<file path="config.mk">
export PLATFORM = sky130hd
export DESIGN_NAME = mire_wshb_flat
export DESIGN_NICKNAME = d
export VERILOG_FILES = /design/src/rtl/mire_pkg.sv /design/src/rtl/mire_wshb_if.sv /design/src/rtl/mire_pattern.sv /design/src/rtl/mire_wshb.sv /design/src/flat_wrapper.sv
export SDC_FILE = /design/constraint.sdc
export NUM_CORES = 1
export LEC_CHECK = 0
export CORE_MARGIN = 2
export CORE_UTILIZATION = 37
export CTS_CLUSTER_DIAMETER = 100
export DETAILED_ROUTE_END_ITERATION = 10
export HOLD_SLACK_MARGIN = 0.02
export PLACE_DENSITY_LB_ADDON = 0.05
export SYNTH_ARGS = -nofsm -noshare
export SYNTH_HDL_FRONTEND = slang
export SYNTH_HIERARCHICAL = 1
export SYNTH_SLANG_ARGS = --single-unit
</file>
<file path="constraint.sdc">
create_clock -name sys_clk -period 6.05 [get_ports sys_clk]
set_clock_uncertainty 0.1 [all_clocks]
set_input_delay 0.605 -clock sys_clk [delete_from_list [all_inputs] [get_ports sys_clk]]
set_output_delay 0.605 -clock sys_clk [all_outputs]
set_load 0.01 [all_outputs]
</file>
<file path="src/rtl/mire_pkg.sv">
// Shared types and constants for the mire_wshb test-pattern generator.
package mire_pkg;

    typedef struct packed {
        logic [7:0] r;
        logic [7:0] g;
        logic [7:0] b;
    } pixel_t;

    typedef enum logic [1:0] {
        IDLE,
        WRITE,
        PAUSE
    } state_t;

    typedef enum logic [1:0] {
        MODE_GRID,
        MODE_BARS,
        MODE_GRAD,
        MODE_SOLID
    } mode_t;

    localparam pixel_t WHITE   = '{r: 8'hFF, g: 8'hFF, b: 8'hFF};
    localparam pixel_t YELLOW  = '{r: 8'hFF, g: 8'hFF, b: 8'h00};
    localparam pixel_t CYAN    = '{r: 8'h00, g: 8'hFF, b: 8'hFF};
    localparam pixel_t GREEN   = '{r: 8'h00, g: 8'hFF, b: 8'h00};
    localparam pixel_t MAGENTA = '{r: 8'hFF, g: 8'h00, b: 8'hFF};
    localparam pixel_t RED     = '{r: 8'hFF, g: 8'h00, b: 8'h00};
    localparam pixel_t BLUE    = '{r: 8'h00, g: 8'h00, b: 8'hFF};
    localparam pixel_t BLACK   = '{r: 8'h00, g: 8'h00, b: 8'h00};

endpackage

</file>
<file path="src/rtl/mire_wshb_if.sv">
// Wishbone classic write-master bundle between mire_wshb and the bus arbiter.
interface mire_wshb_if;

    logic        cyc;
    logic        stb;
    logic        we;
    logic [3:0]  sel;
    logic [31:0] adr;
    logic [31:0] dat_ms;
    logic        ack;
    logic        err;

    modport master (
        output cyc, stb, we, sel, adr, dat_ms,
        input  ack, err
    );

    modport slave (
        input  cyc, stb, we, sel, adr, dat_ms,
        output ack, err
    );

endinterface

</file>
<file path="src/rtl/mire_pattern.sv">
// Combinational pattern generator: pixel colour from raster position and mode.
module mire_pattern
    import mire_pkg::*;
#(
    parameter int HDISP = 800,
    parameter int XW    = 10,
    parameter int YW    = 9
) (
    input  logic [XW-1:0] x,
    input  logic [YW-1:0] y,
    input  mode_t         mode,
    output pixel_t        pix
);

    logic [2:0] bar;

    // A bar begins once x has passed its threshold, so the threshold column
    // itself still belongs to the previous bar.
    always_comb begin
        bar = '0;
        for (int unsigned k = 1; k < 8; k++) begin
            if (32'(x) > (k * HDISP) / 8) begin
                bar = bar + 3'd1;
            end
        end
    end

    always_comb begin
        pix = BLACK;
        unique case (mode)
            MODE_GRID: begin
                if ((x & XW'(4'hF)) == '0 || (y & YW'(4'hF)) == '0) begin
                    pix = WHITE;
                end
            end
            MODE_BARS: begin
                unique case (bar)
                    3'd0: pix = WHITE;
                    3'd1: pix = YELLOW;
                    3'd2: pix = CYAN;
                    3'd3: pix = GREEN;
                    3'd4: pix = MAGENTA;
                    3'd5: pix = RED;
                    3'd6: pix = BLUE;
                    3'd7: pix = BLACK;
                endcase
            end
            MODE_GRAD: begin
                pix.r = 8'(x);
                pix.g = 8'(y);
                pix.b = 8'(x) + 8'(y);
            end
            MODE_SOLID: pix = BLUE;
        endcase
    end

endmodule

</file>
<file path="src/rtl/mire_wshb.sv">
// Framebuffer test-pattern writer: one pixel per Wishbone write in raster order,
// dropping cyc for one cycle every RELEASE writes so the display reader can run.
module mire_wshb
    import mire_pkg::*;
#(
    parameter int          HDISP     = 800,
    parameter int          VDISP     = 480,
    parameter logic [31:0] BASE_ADDR = 32'h0,
    parameter int          RELEASE   = 64
) (
    input  logic         sys_clk,
    input  logic         sys_rst_n,
    input  logic         enable,
    input  logic [1:0]   mode,
    output logic         frame_done,
    mire_wshb_if.master  wshb
);

    localparam int XW = $clog2(HDISP);
    localparam int YW = $clog2(VDISP);
    localparam int IW = $clog2(HDISP * VDISP);
    localparam int BW = $clog2(RELEASE + 1);

    state_t        state, state_n;
    mode_t         mode_q;
    logic [XW-1:0] x;
    logic [YW-1:0] y;
    logic [IW-1:0] idx;
    logic [BW-1:0] burst;
    logic          frame_end;
    logic          stb_i;
    logic          start;
    logic          take;
    logic          last_px;
    logic          burst_last;
    pixel_t        pix;

    assign last_px    = (x == XW'(HDISP - 1)) && (y == YW'(VDISP - 1));
    assign burst_last = (burst == BW'(RELEASE - 1));

    always_ff @(posedge sys_clk or negedge sys_rst_n) begin
        if (!sys_rst_n) begin
            state <= IDLE;
        end else begin
            state <= state_n;
        end
    end

    always_comb begin
        state_n = state;
        stb_i   = 1'b0;
        start   = 1'b0;
        take    = 1'b0;
        unique case (state)
            IDLE: begin
                if (enable) begin
                    start   = 1'b1;
                    state_n = WRITE;
                end
            end
            WRITE: begin
                stb_i = 1'b1;
                if (wshb.err) begin
                    state_n = PAUSE;
                end else if (wshb.ack) begin
                    take = 1'b1;
                    if (burst_last || last_px) begin
                        state_n = PAUSE;
                    end
                end
            end
            PAUSE: begin
                if (frame_end && !enable) begin
                    state_n = IDLE;
                end else begin
                    start   = frame_end;
                    state_n = WRITE;
                end
            end
            default: state_n = IDLE;
        endcase
    end

    always_ff @(posedge sys_clk or negedge sys_rst_n) begin
        if (!sys_rst_n) begin
            mode_q     <= MODE_GRID;
            x          <= '0;
            y          <= '0;
            idx        <= '0;
            burst      <= '0;
            frame_end  <= 1'b0;
            frame_done <= 1'b0;
        end else begin
            frame_done <= take && last_px;
            if (start) begin
                mode_q    <= mode_t'(mode);
                x         <= '0;
                y         <= '0;
                idx       <= '0;
                burst     <= '0;
                frame_end <= 1'b0;
            end else if (take) begin
                idx   <= idx + 1'b1;
                burst <= burst + 1'b1;
                if (x == XW'(HDISP - 1)) begin
                    x <= '0;
                    y <= last_px ? '0 : y + 1'b1;
                end else begin
                    x <= x + 1'b1;
                end
                if (last_px) begin
                    frame_end <= 1'b1;
                end
            end else if (state == PAUSE) begin
                burst <= '0;
            end
        end
    end

    mire_pattern #(
        .HDISP (HDISP),
        .XW    (XW),
        .YW    (YW)
    ) u_pattern (
        .x    (x),
        .y    (y),
        .mode (mode_q),
        .pix  (pix)
    );

    // Bus outputs are gated by stb so they read as zero outside a transfer.
    assign wshb.cyc    = stb_i;
    assign wshb.stb    = stb_i;
    assign wshb.we     = stb_i;
    assign wshb.sel    = stb_i ? 4'hF : 4'h0;
    assign wshb.adr    = stb_i ? BASE_ADDR + (32'(idx) << 2) : '0;
    assign wshb.dat_ms = stb_i ? {8'h00, pix} : '0;

endmodule

</file>
<file path="src/flat_wrapper.sv">
// flat-port wrapper written by rule: the top's interface ports become plain ports
module mire_wshb_flat import mire_pkg::*;
#(
    parameter int          HDISP     = 800,
    parameter int          VDISP     = 480,
    parameter logic [31:0] BASE_ADDR = 32'h0,
    parameter int          RELEASE   = 64
)
  (sys_clk, sys_rst_n, enable, mode, frame_done, wshb_cyc, wshb_stb, wshb_we, wshb_sel, wshb_adr, wshb_dat_ms, wshb_ack, wshb_err);
  mire_wshb_if wshb_i ();
  input  logic sys_clk;
  input  logic sys_rst_n;
  input  logic enable;
  input  logic [1:0] mode;
  output logic frame_done;
  output wire logic [$bits(wshb_i.cyc)-1:0] wshb_cyc;
  output wire logic [$bits(wshb_i.stb)-1:0] wshb_stb;
  output wire logic [$bits(wshb_i.we)-1:0] wshb_we;
  output wire logic [$bits(wshb_i.sel)-1:0] wshb_sel;
  output wire logic [$bits(wshb_i.adr)-1:0] wshb_adr;
  output wire logic [$bits(wshb_i.dat_ms)-1:0] wshb_dat_ms;
  input wire logic [$bits(wshb_i.ack)-1:0] wshb_ack;
  input wire logic [$bits(wshb_i.err)-1:0] wshb_err;
  assign wshb_cyc = wshb_i.cyc;
  assign wshb_stb = wshb_i.stb;
  assign wshb_we = wshb_i.we;
  assign wshb_sel = wshb_i.sel;
  assign wshb_adr = wshb_i.adr;
  assign wshb_dat_ms = wshb_i.dat_ms;
  assign wshb_i.ack = wshb_ack;
  assign wshb_i.err = wshb_err;
  mire_wshb #(.HDISP(HDISP), .VDISP(VDISP), .BASE_ADDR(BASE_ADDR), .RELEASE(RELEASE)) u_core (.sys_clk(sys_clk), .sys_rst_n(sys_rst_n), .enable(enable), .mode(mode), .frame_done(frame_done), .wshb(wshb_i));
endmodule
</file>
==> results of run 1 <==
## synthesized netlist by cell type (3+ instances only)
cell type / number / area, sq um
dfrtp_1: 51 / 1280
nor2_1: 49 / 184
and2_1: 47 / 294
a21oi_1: 33 / 165
nand2_1: 32 / 120
buf_4: 28 / 210
xor2_1: 27 / 236
nand3_1: 22 / 110
o21ai_0: 20 / 100
ha_1: 16 / 200
clkbuf_1: 15 / 56.3
xnor2_1: 15 / 131
nand4_1: 13 / 81.3
a21o_1: 12 / 90.1
o21ai_1: 12 / 60.1
and3_1: 10 / 62.6
inv_1: 7 / 26.3
nor3_1: 7 / 35.0
nand2b_1: 5 / 31.3
o211ai_1: 5 / 37.5
a31oi_1: 4 / 25.0
mux2_2: 4 / 45.0
nor2b_1: 4 / 25.0
o21a_1: 4 / 30.0
or2_2: 4 / 25.0
a22o_1: 3 / 26.3
and4_1: 3 / 26.3
buf_2: 3 / 15.0
## flip-flops by register name, indices dropped and copies added, names as in the netlist
name	count
u_core/y	9
u_core/state	2
u_core/frame_end	1
u_core/x	10
u_core/frame_done	1
u_core/idx	19
u_core/burst	7
u_core/mode_q	2
## kinds of logic (layout without fill, tap and decap cells)
| kind of cell | count (synthesis) | in the layout | share of synthesized area |
|---|---|---|---|
| flip-flops | 51 | 51 | 0.304 |
| AND/OR/NAND/NOR | 210 | 210 | 0.275 |
| XOR/XNOR | 44 | 44 | 0.0968 |
| AO/OA/AOI/OAI | 115 | 115 | 0.186 |
| multiplexers | 4 | 4 | 0.0107 |
| other | 1 | 21 | 0.000892 |
| adder cells (fa/ha/maj) | 17 | 17 | 0.0524 |
| buffers and inverters | 55 | 90 | 0.0750 |
## worst max-delay path: cells and delay by family (launching register included)
| family | cells | cell delay, ps |
|---|---|---|
| XOR/XNOR | 5 | 1110 |
| flip-flops | 1 | 380 |
| AO/OA/AOI/OAI | 5 | 980 |
| multiplexers | 1 | 270 |
| buffers and inverters | 1 | 160 |
| adder cells (fa/ha/maj) | 4 | 1100 |
| AND/OR/NAND/NOR | 4 | 660 |
## through the flow
| step | utilization | instance area, sq um | cells | hold WS (ps) | total power, mW |
|---|---|---|---|---|---|
| 2_1_floorplan | - | 4280 | 517 | 209 | 1.06 |
| 3_5_place_dp | 0.442 | 4860 | 682 | 372 | 1.43 |
| 4_1_cts | 0.459 | 5040 | 691 | 364 | 1.72 |
| 5_1_grt | 0.464 | 5100 | 692 | 397 | 1.84 |
| 3_3_place_gp | 0.442 | 4860 | 682 | 357 | 1.42 |
| 6_report | 0.464 | 5100 | 692 | 325 | 1.70 |
## area by class of cell
type / count / area, sq um / share of cell area
Multi-Input combinational cell: 411 / 2740 / 0.537
Inverter: 7 / 26.3 / 0.00515
Sequential cell: 51 / 1280 / 0.250
Timing Repair Buffer: 75 / 744 / 0.146
Clock inverter: 1 / 5.00 / 0.000982
Clock buffer: 7 / 133 / 0.0260
Tap cell: 140 / 175 / 0.0344
## where the power goes
part	internal, mW	switching (mW)
logic	0.466	0.499
registers	0.384	0.0785
clock network	0.153	0.120
## routing by layer
layer | wire, microns | up-vias | track usage
met1 | 4960 | 1727 | 0.228
met5 | 0 | - | 0
met3 | 291 | 8 | 0.0187
met2 | 4880 | 74 | 0.287
li1 | - | 1811 | -
met4 | 113 | 0 | 0.0450
## timing repair
item | in CTS | in global routing
gates resized for setup | 5 | 19
buffers inserted | 1 | 1
setup endpoints to repair | 16 | 16
hold endpoints to repair | 0 | 0
pin swaps | 1 | 1
## worst min-delay path by stage
stage,start,endpoint,slack (ps),cells after the start
global route,sys_rst_n,u_core/burst[2],400,2
detailed placement,u_core/burst[6],u_core/burst[6],370,1
finish,sys_rst_n,u_core/burst[1],320,2
floorplan,sys_rst_n,u_core/burst[0],210,0
CTS,sys_rst_n,u_core/burst[1],360,2
global placement,u_core/burst[6],u_core/burst[6],360,1
==> impl_metrics.tcl, run 1 <==
set metrics [dict create \
    hold_viol_final 0 \
    drt-total-wl_microns 10200 \
    final_common_cell "dfrtp_1" \
    worstSetupPathType "reg -> out" \
    antenna_found_initial 0 \
    async_reset_ff_frac 1.00 \
    outcome "finished, final reports clean" \
    rsz0062_at_grt "no" \
    cts.sinks 51 \
    synth-edff-count 0 \
    r2r_cells 5 \
    cts_buffers 5 \
    area_growth_pct 21.3 \
    yosys_register_bits 51 \
    end_kind "output pin" \
    postRouteAntennaNets 0 \
    mostFrequentLayoutCells "51 x dfrtp_1, 48 x nor2_1, 47 x and2_1" \
    postCtsHoldBufs 0 \
    finalSetupTns_ps 0 \
    diodes 0 \
    synth_cells 497 \
    slowest_stage "dfrtp_1" \
    yosys_warnings 6 \
    relSlewSlack 0.224 \
    reg2reg_from "u_core/state[0]" \
    setup_violations 0 \
    grt_start_max_net_pins 52 \
    numPortBuffers 57 \
    worstPathMaxFanout 8 \
    path_cells "o21a_1 > or3_1 > a311o_1 > ha_1 > xnor2_1 > ha_1 > nand2b_4 > o311ai_4 > xnor2_2 > a21o_1 > ha_1 > mux2_2 > ha_1 > nand2_1 > xnor2_1 > xnor3_2 > xor2_4 > o21ai_1 > and2_1 > dlymetal6s2s_1" \
    grt_pass1_wl_microns 17500 \
    post-route-period-util 0.937 \
    cts_tree "yes" \
    drtIter0Drc 244 \
    yosysSeqAreaShare 0.304 \
    leakage_nw 2.49 \
    num_io_pins 79 \
    final-max-slew-violation-count 0 \
    irDropWorstVdd_v 0.000206 \
    r2r-end "u_core/y[0]" \
    dieArea_sq_mm 0.0122 \
    cp-start-kind "flop" \
    drive_gt1_frac 0.0942 \
    die_h_microns 111 \
    cp-endpoint "wshb_dat_ms[15]" \
    critPathLaunch "u_core/x[1]" \
    fmax_mhz 176 \
    first_pass_iters 4 \
    drc 0 \
    pre_cts_ws_ps 62.0 \
    p_per_area_mw_per_mm2 334 \
    die_w_microns 111 \
    syn_area_per_cell_sq_um 8.46 \
    crit_top_cell "ha_1" \
    ff2ff_setup_slack_ps 3620 \
    cts_root_buf "clkbuf_16" \
    hold_path_class "in -> async" \
    wl_per_cell_microns 14.8 \
    yosysUniqueCellTypes 59 \
    cap_violations 0 \
    synth-main-ff-cell "dfrtp_1" \
    cts_htree_levels 2 \
    start_util 0.383 \
    post-route-min-period_ps 5670 \
    vias 3620 \
    core_sq_mm 0.0110 \
    setup_slack_ps 382 \
    clk_pin_slew_ps 60 \
    worstPathArrival_ps 4960 \
    grt-ovfl-total 0 \
    netlist_area_sq_mm 0.00420 \
    fillers 1115 \
    cts_buffer_depth 2 \
    gp_congestion 0.804 \
    worstPathRequired_ps 5340 \
    vias_per_cell 5.23 \
    slowest_delay_ps 380 \
    nNetsFinal 575 \
    dp.final_hpwl_microns 7470 \
    worstMarginPinSlew_ps 1160 \
    grt_pass1_vias 3558 \
    grt_usage 0.169 \
    clk_latency_ps 290 \
    placementRows 38 \
]
Power figures use the tool's default switching activity.
==> inputs of run 2 (changes only) <==
--- a/config.mk
+++ b/config.mk
@@ -10,7 +10,7 @@
 export CTS_CLUSTER_DIAMETER = 100
 export DETAILED_ROUTE_END_ITERATION = 10
 export HOLD_SLACK_MARGIN = 0.02
-export PLACE_DENSITY_LB_ADDON = 0.05
+export RECOVER_POWER = 50
 export SYNTH_ARGS = -nofsm -noshare
 export SYNTH_HDL_FRONTEND = slang
 export SYNTH_HIERARCHICAL = 1
==> run 2 against run 1 <==
Effect of this change:
- design area is 0.54% higher
- the flow now finishes with violations (max-capacitance violations, max-slew violations)
- highest routed layer unchanged
- register-to-register slack worse by 390 ps
- sequential power hardly changed
- sequential cell count stayed put
- largest power group unchanged
- power is 3.7% higher
- core utilization is 0.25 points higher
- global-route usage is 0.79 points lower
- fmax is 0.82% lower
==> impl_metrics.tcl, run 2 (synthesis gave the netlist of run 1 again) <==
set metrics [dict create \
    hold_viol_final 0 \
    final_common_cell "dfrtp_1" \
    r2r_cells 5 \
    wl_per_cell_microns 14.6 \
    holdPathStages 1 \
    worstSetupPathType "reg -> out" \
    min_from "u_core/burst[6]" \
    p_switching_mw 0.697 \
    die_h_microns 111 \
    cts_htree_levels 2 \
    hold_path_class "reg -> reg" \
    worstPathArrival_ps 5010 \
    end_kind "output pin" \
    core_sq_mm 0.0110 \
    slowest_delay_ps 380 \
    mostFrequentLayoutCells "51 x dfrtp_1, 48 x nor2_1, 46 x and2_1" \
    power_mw 1.76 \
    fin_area_sq_mm 0.00512 \
    worstPathMaxFanout 5 \
    numPortBuffers 57 \
    cts_buffer_depth 2 \
    ff2ff_setup_slack_ps 3230 \
    drtIter0Drc 169 \
    worstMarginPinSlew_ps 2790 \
    power_frac_clock 0.191 \
    p_per_area_mw_per_mm2 344 \
    fmax_mhz 175 \
    clk_latency_ps 290 \
    diodes 0 \
    irDropWorstVdd_v 0.000216 \
    place_inst 682 \
    largest_register "u_core/idx" \
    pre_cts_ws_ps 215 \
    dieArea_sq_mm 0.0122 \
    setup_violations 0 \
    grt_pass1_wl_microns 16900 \
    area_growth_pct 21.9 \
    p_int_mw 1.07 \
    finalSetupTns_ps 0 \
    cts.sinks 51 \
    cts_buffers 5 \
    cap_violations 2 \
    cp-start-kind "flop" \
    holdWs_ps 374 \
    drc 0 \
    grt-ovfl-total 0 \
    placementRows 38 \
    outcome "finished, violations left" \
    postRouteAntennaNets 0 \
    vias 3607 \
    crit_top_cell "ha_1" \
    violations "max-capacitance violations, max-slew violations" \
    rsz0062_at_grt "no" \
    vias_per_cell 5.20 \
    postCtsHoldBufs 0 \
    r2r-end "u_core/y[0]" \
    reg2reg_from "u_core/state[0]" \
    p_sw_frac 0.395 \
    path_cells "o21a_1 > or3_1 > a311o_1 > ha_1 > xnor2_1 > ha_1 > nand2b_4 > o311ai_4 > xnor2_2 > a21o_1 > ha_1 > mux2_2 > ha_1 > a21oi_1 > a21oi_1 > a311oi_4 > buf_6 > buf_4 > buf_4 > a21o_1 > and2_1 > dlymetal6s2s_1" \
    place_area_sq_mm 0.00486 \
    slowest_stage "a311o_1" \
    instances_no_fill 694 \
    first_pass_iters 4 \
    leakage_nw 2.52 \
    grt_start_max_net_pins 52 \
    power_frac_comb 0.547 \
    grt_pass1_vias 3491 \
    die_w_microns 111 \
    min_to "u_core/burst[6]" \
    relSlewSlack -0.863 \
    dp.final_hpwl_microns 7240 \
    clk_pin_slew_ps 70 \
    top_regs "u_core/idx x19, u_core/x x10, u_core/y x9" \
    seq_power_share 0.263 \
    worstPathRequired_ps 5340 \
    antenna_found_initial 0 \
    post-route-min-period_ps 5720 \
    grt_usage 0.161 \
    final-max-slew-violation-count 83 \
    setup_slack_ps 335 \
    num_io_pins 79 \
    nNetsFinal 577 \
    largest_register_ffs 19 \
    cts_root_buf "clkbuf_16" \
    post-route-period-util 0.945 \
    final_util 0.467 \
    cts_tree "yes" \
    start_util 0.383 \
    drt-total-wl_microns 10100 \
    drive_gt1_frac 0.0903 \
    gp_congestion 0.858 \
]
## run 2: changes by cell type in the layout (fill, tap and decap cells not counted), sizes merged
| cell | change |
|---|---|
| clkdlybuf4s50 | -3 |
| dlygate4sd3 | +3 |
| clkinv | -1 |
| bufinv | +1 |
| inv | +1 |
| clkbuf | +1 |
## run 2: timing repair
action                     CTS  global route
buffers inserted             1             3
setup endpoints to repair   13            16
pin swaps                    1             1
gates resized for setup      2            21
## run 2: power by group through the flow
stage	sequential, mW	combinational [mW]	clock (mW)
2_1_floorplan	0.449	0.610	0
3_3_place_gp	0.466	0.936	0
3_5_place_dp	0.469	0.951	0
4_1_cts	0.463	0.966	0.346
5_1_grt	0.474	1.07	0.354
6_report	0.464	0.964	0.336
## run 2: layout make-up
class / count / area, sq um
clock buffer: 6 / 139
clock inverter: 2 / 38.8
fill: 1079 / 5860
inverter: 7 / 26.3
multi-input combinational: 411 / 2720
sequential: 51 / 1280
tap: 140 / 175
timing repair buffer: 77 / 752
## run 2: routing by layer
| layer | part of all wire | GRT usage | vias to the layer above |
|---|---|---|---|
| met2 | 0.47 | 0.266 | 83 |
| li1 | - | - | 1806 |
| met5 | 0 | 0 | - |
| met4 | 0.015 | 0.0492 | 0 |
| met1 | 0.48 | 0.216 | 1704 |
| met3 | 0.032 | 0.0258 | 14 |
## run 2: how the worst max path moves through the flow
stage / startpoint / to / slack [ps] / cells past startpoint
global placement: u_core/x[1] / wshb_dat_ms[13] / 340 / 20
detailed placement: u_core/x[1] / wshb_dat_ms[10] / 210 / 20
global route: u_core/x[1] / wshb_dat_ms[18] / 120 / 22
floorplan: u_core/x[1] / wshb_dat_ms[10] / 660 / 20
finish: u_core/x[1] / wshb_dat_ms[18] / 330 / 22
CTS: u_core/x[1] / wshb_dat_ms[18] / 30 / 20
## run 2: critical path: cells and delay by family, from the launching register on
family                     cells  cell delay, ps
DFF                            1             370
adders and majority gates      4            1200
muxes                          1             270
and+or+nand+nor                3             550
xor gates and xnor gates       2             320
buffers and inverters          4             530
AOI/OAI and AO/OA              8            1470
==> inputs of run 3 (changes only) <==
--- a/config.mk
+++ b/config.mk
@@ -9,6 +9,7 @@
 export CORE_UTILIZATION = 37
 export CTS_CLUSTER_DIAMETER = 100
 export DETAILED_ROUTE_END_ITERATION = 10
+export GPL_TIMING_DRIVEN = 0
 export HOLD_SLACK_MARGIN = 0.02
 export RECOVER_POWER = 50
 export SYNTH_ARGS = -nofsm -noshare
==> run 3 against run 2 <==
Effect of this change:
- the run now ends clean
- fmax is 1.5% lower
- design area is 2.0% higher
- setup slack worse by 89 ps
- worst hold slack better by 4.3 ps
- global-route usage is 1.0 points higher
- combinational power is 3.5% higher
- final cell count is 5.2% higher
- sequential power is 3% lower
- critical path depth is 1 lower
- sequential cell count stayed put
- largest cell class unchanged
- largest power group unchanged
- highest routed layer unchanged
==> impl_metrics.tcl, run 3 (synthesis gave the netlist of run 1 again) <==
set metrics [dict create \
    irDropWorstVdd_v 0.000177 \
    setup_violations 0 \
    numPortBuffers 57 \
    dieArea_sq_mm 0.0122 \
    drive_gt1_frac 0.139 \
    fillers 1089 \
    slowest_stage "dfrtp_2" \
    cts_root_buf "clkbuf_16" \
    cts_tree "yes" \
    die_w_microns 111 \
    grt_pass1_vias 3557 \
    dp.final_hpwl_microns 7690 \
    worstMarginPinSlew_ps 1430 \
    largest_register "u_core/idx" \
    postCtsHoldBufs 0 \
    power_frac_comb 0.562 \
    worstPathArrival_ps 5100 \
    p_switching_mw 0.727 \
    drc 0 \
    critPathLaunch "u_core/x[1]" \
    hold_viol_final 0 \
    worstPathBufferInverterCount 2 \
    p_per_area_mw_per_mm2 340 \
    grt_usage 0.171 \
    fin_area_sq_mm 0.00523 \
    setup_slack_ps 246 \
    core_sq_mm 0.0110 \
    holdWs_ps 379 \
    cts_htree_levels 2 \
    pre_cts_ws_ps -328 \
    worstPathRequired_ps 5340 \
    nNetsFinal 613 \
    end_kind "output pin" \
    top_regs "u_core/idx x19, u_core/x x10, u_core/y x9" \
    crit_family "adder cells" \
    reg2reg_from "u_core/x[1]" \
    place_inst 715 \
    antenna_found_initial 0 \
    die_h_microns 111 \
    largest_register_ffs 19 \
    first_pass_iters 5 \
    gp_congestion 0.863 \
    instances_no_fill 730 \
    leakage_nw 2.40 \
    seq_power_share 0.254 \
    path_cells "o21a_1 > or3_1 > a311o_1 > ha_1 > buf_4 > xnor2_1 > ha_1 > nand2b_4 > o311ai_4 > xnor2_2 > a21o_1 > ha_1 > mux2_2 > ha_1 > nand2_1 > xnor2_1 > xnor3_2 > xor2_4 > o21ai_1 > and2_1 > dlygate4sd2_1" \
    fmax_mhz 172 \
    cts_buffers 5 \
    postRouteAntennaNets 0 \
    final-max-slew-violation-count 0 \
    clk_pin_slew_ps 70 \
    rsz0062_at_grt "no" \
    grt_start_max_net_pins 27 \
    clk_latency_ps 290 \
    post-route-period-util 0.959 \
    area_growth_pct 24.4 \
    drt-total-wl_microns 10500 \
    drtIter0Drc 127 \
    p_int_mw 1.05 \
    vias 3719 \
    cp-start-kind "flop" \
    p_sw_frac 0.409 \
    wl_per_cell_microns 14.4 \
    worstSetupPathType "reg -> out" \
    worstPathMaxFanout 8 \
    place_area_sq_mm 0.00504 \
    outcome "finished, final reports clean" \
    cts_buffer_depth 2 \
    start_util 0.383 \
    cap_violations 0 \
    grt-ovfl-total 0 \
    crit_top_cell "ha_1" \
    relSlewSlack 0.0486 \
    power_frac_clock 0.184 \
    post-route-min-period_ps 5800 \
    min_from "u_core/burst[6]" \
    grt_pass1_wl_microns 17600 \
    power_mw 1.78 \
    diodes 0 \
    placementRows 38 \
    slowest_delay_ps 410 \
    hold_path_class "reg -> reg" \
    cts.sinks 51 \
    mostFrequentLayoutCells "49 x nor2_1, 46 x and2_1, 45 x dfrtp_1" \
    final_common_cell "nor2_1" \
    num_io_pins 79 \
    vias_per_cell 5.09 \
]
run 3: changes by cell type in the layout (fill, tap and decap cells not counted), moves of 2 or more:
cell            change
buf_4              +18
dlymetal6s2s_1     -16
clkbuf_1           +14
clkbuf_2            +9
dlygate4sd2_1       +9
dfrtp_1             -6
dfrtp_2             +6
buf_1               +2
run 3: path summary, 6_finish.rpt:
check | endpoint | slack [ps] | cells past startpoint
worst max-delay path | wshb_dat_ms[8] | 250 | 21
worst min-delay path | u_core/burst[6] | 380 | 1
worst max register to register | u_core/y[1] | 2770 | 8
worst min register to register | u_core/burst[6] | 380 | 1
max in group asynchronous | u_core/state[0] | 3400 | 2
min in group asynchronous | u_core/idx[18] | 500 | 1
run 3: final cells by class:
cell class / instances / area, sq um / area share
Timing Repair Buffer: 66 / 586 / 0.112
Tap cell: 140 / 175 / 0.0335
Buffer: 47 / 285 / 0.0546
Sequential cell: 51 / 1280 / 0.246
Multi-Input combinational cell: 411 / 2700 / 0.517
Inverter: 7 / 26.3 / 0.00503
Clock inverter: 3 / 43.8 / 0.00838
Clock buffer: 5 / 125 / 0.0239
run 3: stage by stage:
stage,utilization,TNS [ps]
final,0.476,0
after global routing,0.476,0
after CTS,0.480,0
after detailed placement,0.459,-3670
after global placement,0.457,-2030
after floorplan,-,0
run 3: layer usage:
metal | up-vias | global-route usage | share of wire
li1 | 1880 | - | -
met1 | 1742 | 0.219 | 0.46
met2 | 83 | 0.298 | 0.48
met3 | 14 | 0.0296 | 0.042
met4 | 0 | 0.0458 | 0.018
met5 | - | 0 | 0
run 3: power groups by stage:
| stage | Combinational, mW | Sequential [mW] | Clock, mW |
|---|---|---|---|
| 2_1_floorplan | 0.610 | 0.449 | 0 |
| 3_3_place_gp | 0.985 | 0.477 | 0 |
| 3_5_place_dp | 1.00 | 0.478 | 0 |
| 4_1_cts | 1.02 | 0.451 | 0.334 |
| 5_1_grt | 1.11 | 0.459 | 0.347 |
| 6_report | 0.998 | 0.450 | 0.327 |
run 3: worst register-to-register path: stages, from the launching register on:
cell and delay (ps):
dfrtp_2 370, buf_4 200, ha_1 290, nor4b_1 380
nor4b_1 1110, or2_1 210, clkbuf_1 330, nand3_1 130
o21ai_0 90
run 3: what timing repair did:
item / in CTS / in global routing
endpoints found under the setup margin: 16 / 16
resized for setup: 29 / 22
buffers inserted: 5 / 3
pin swaps: 1 / 3
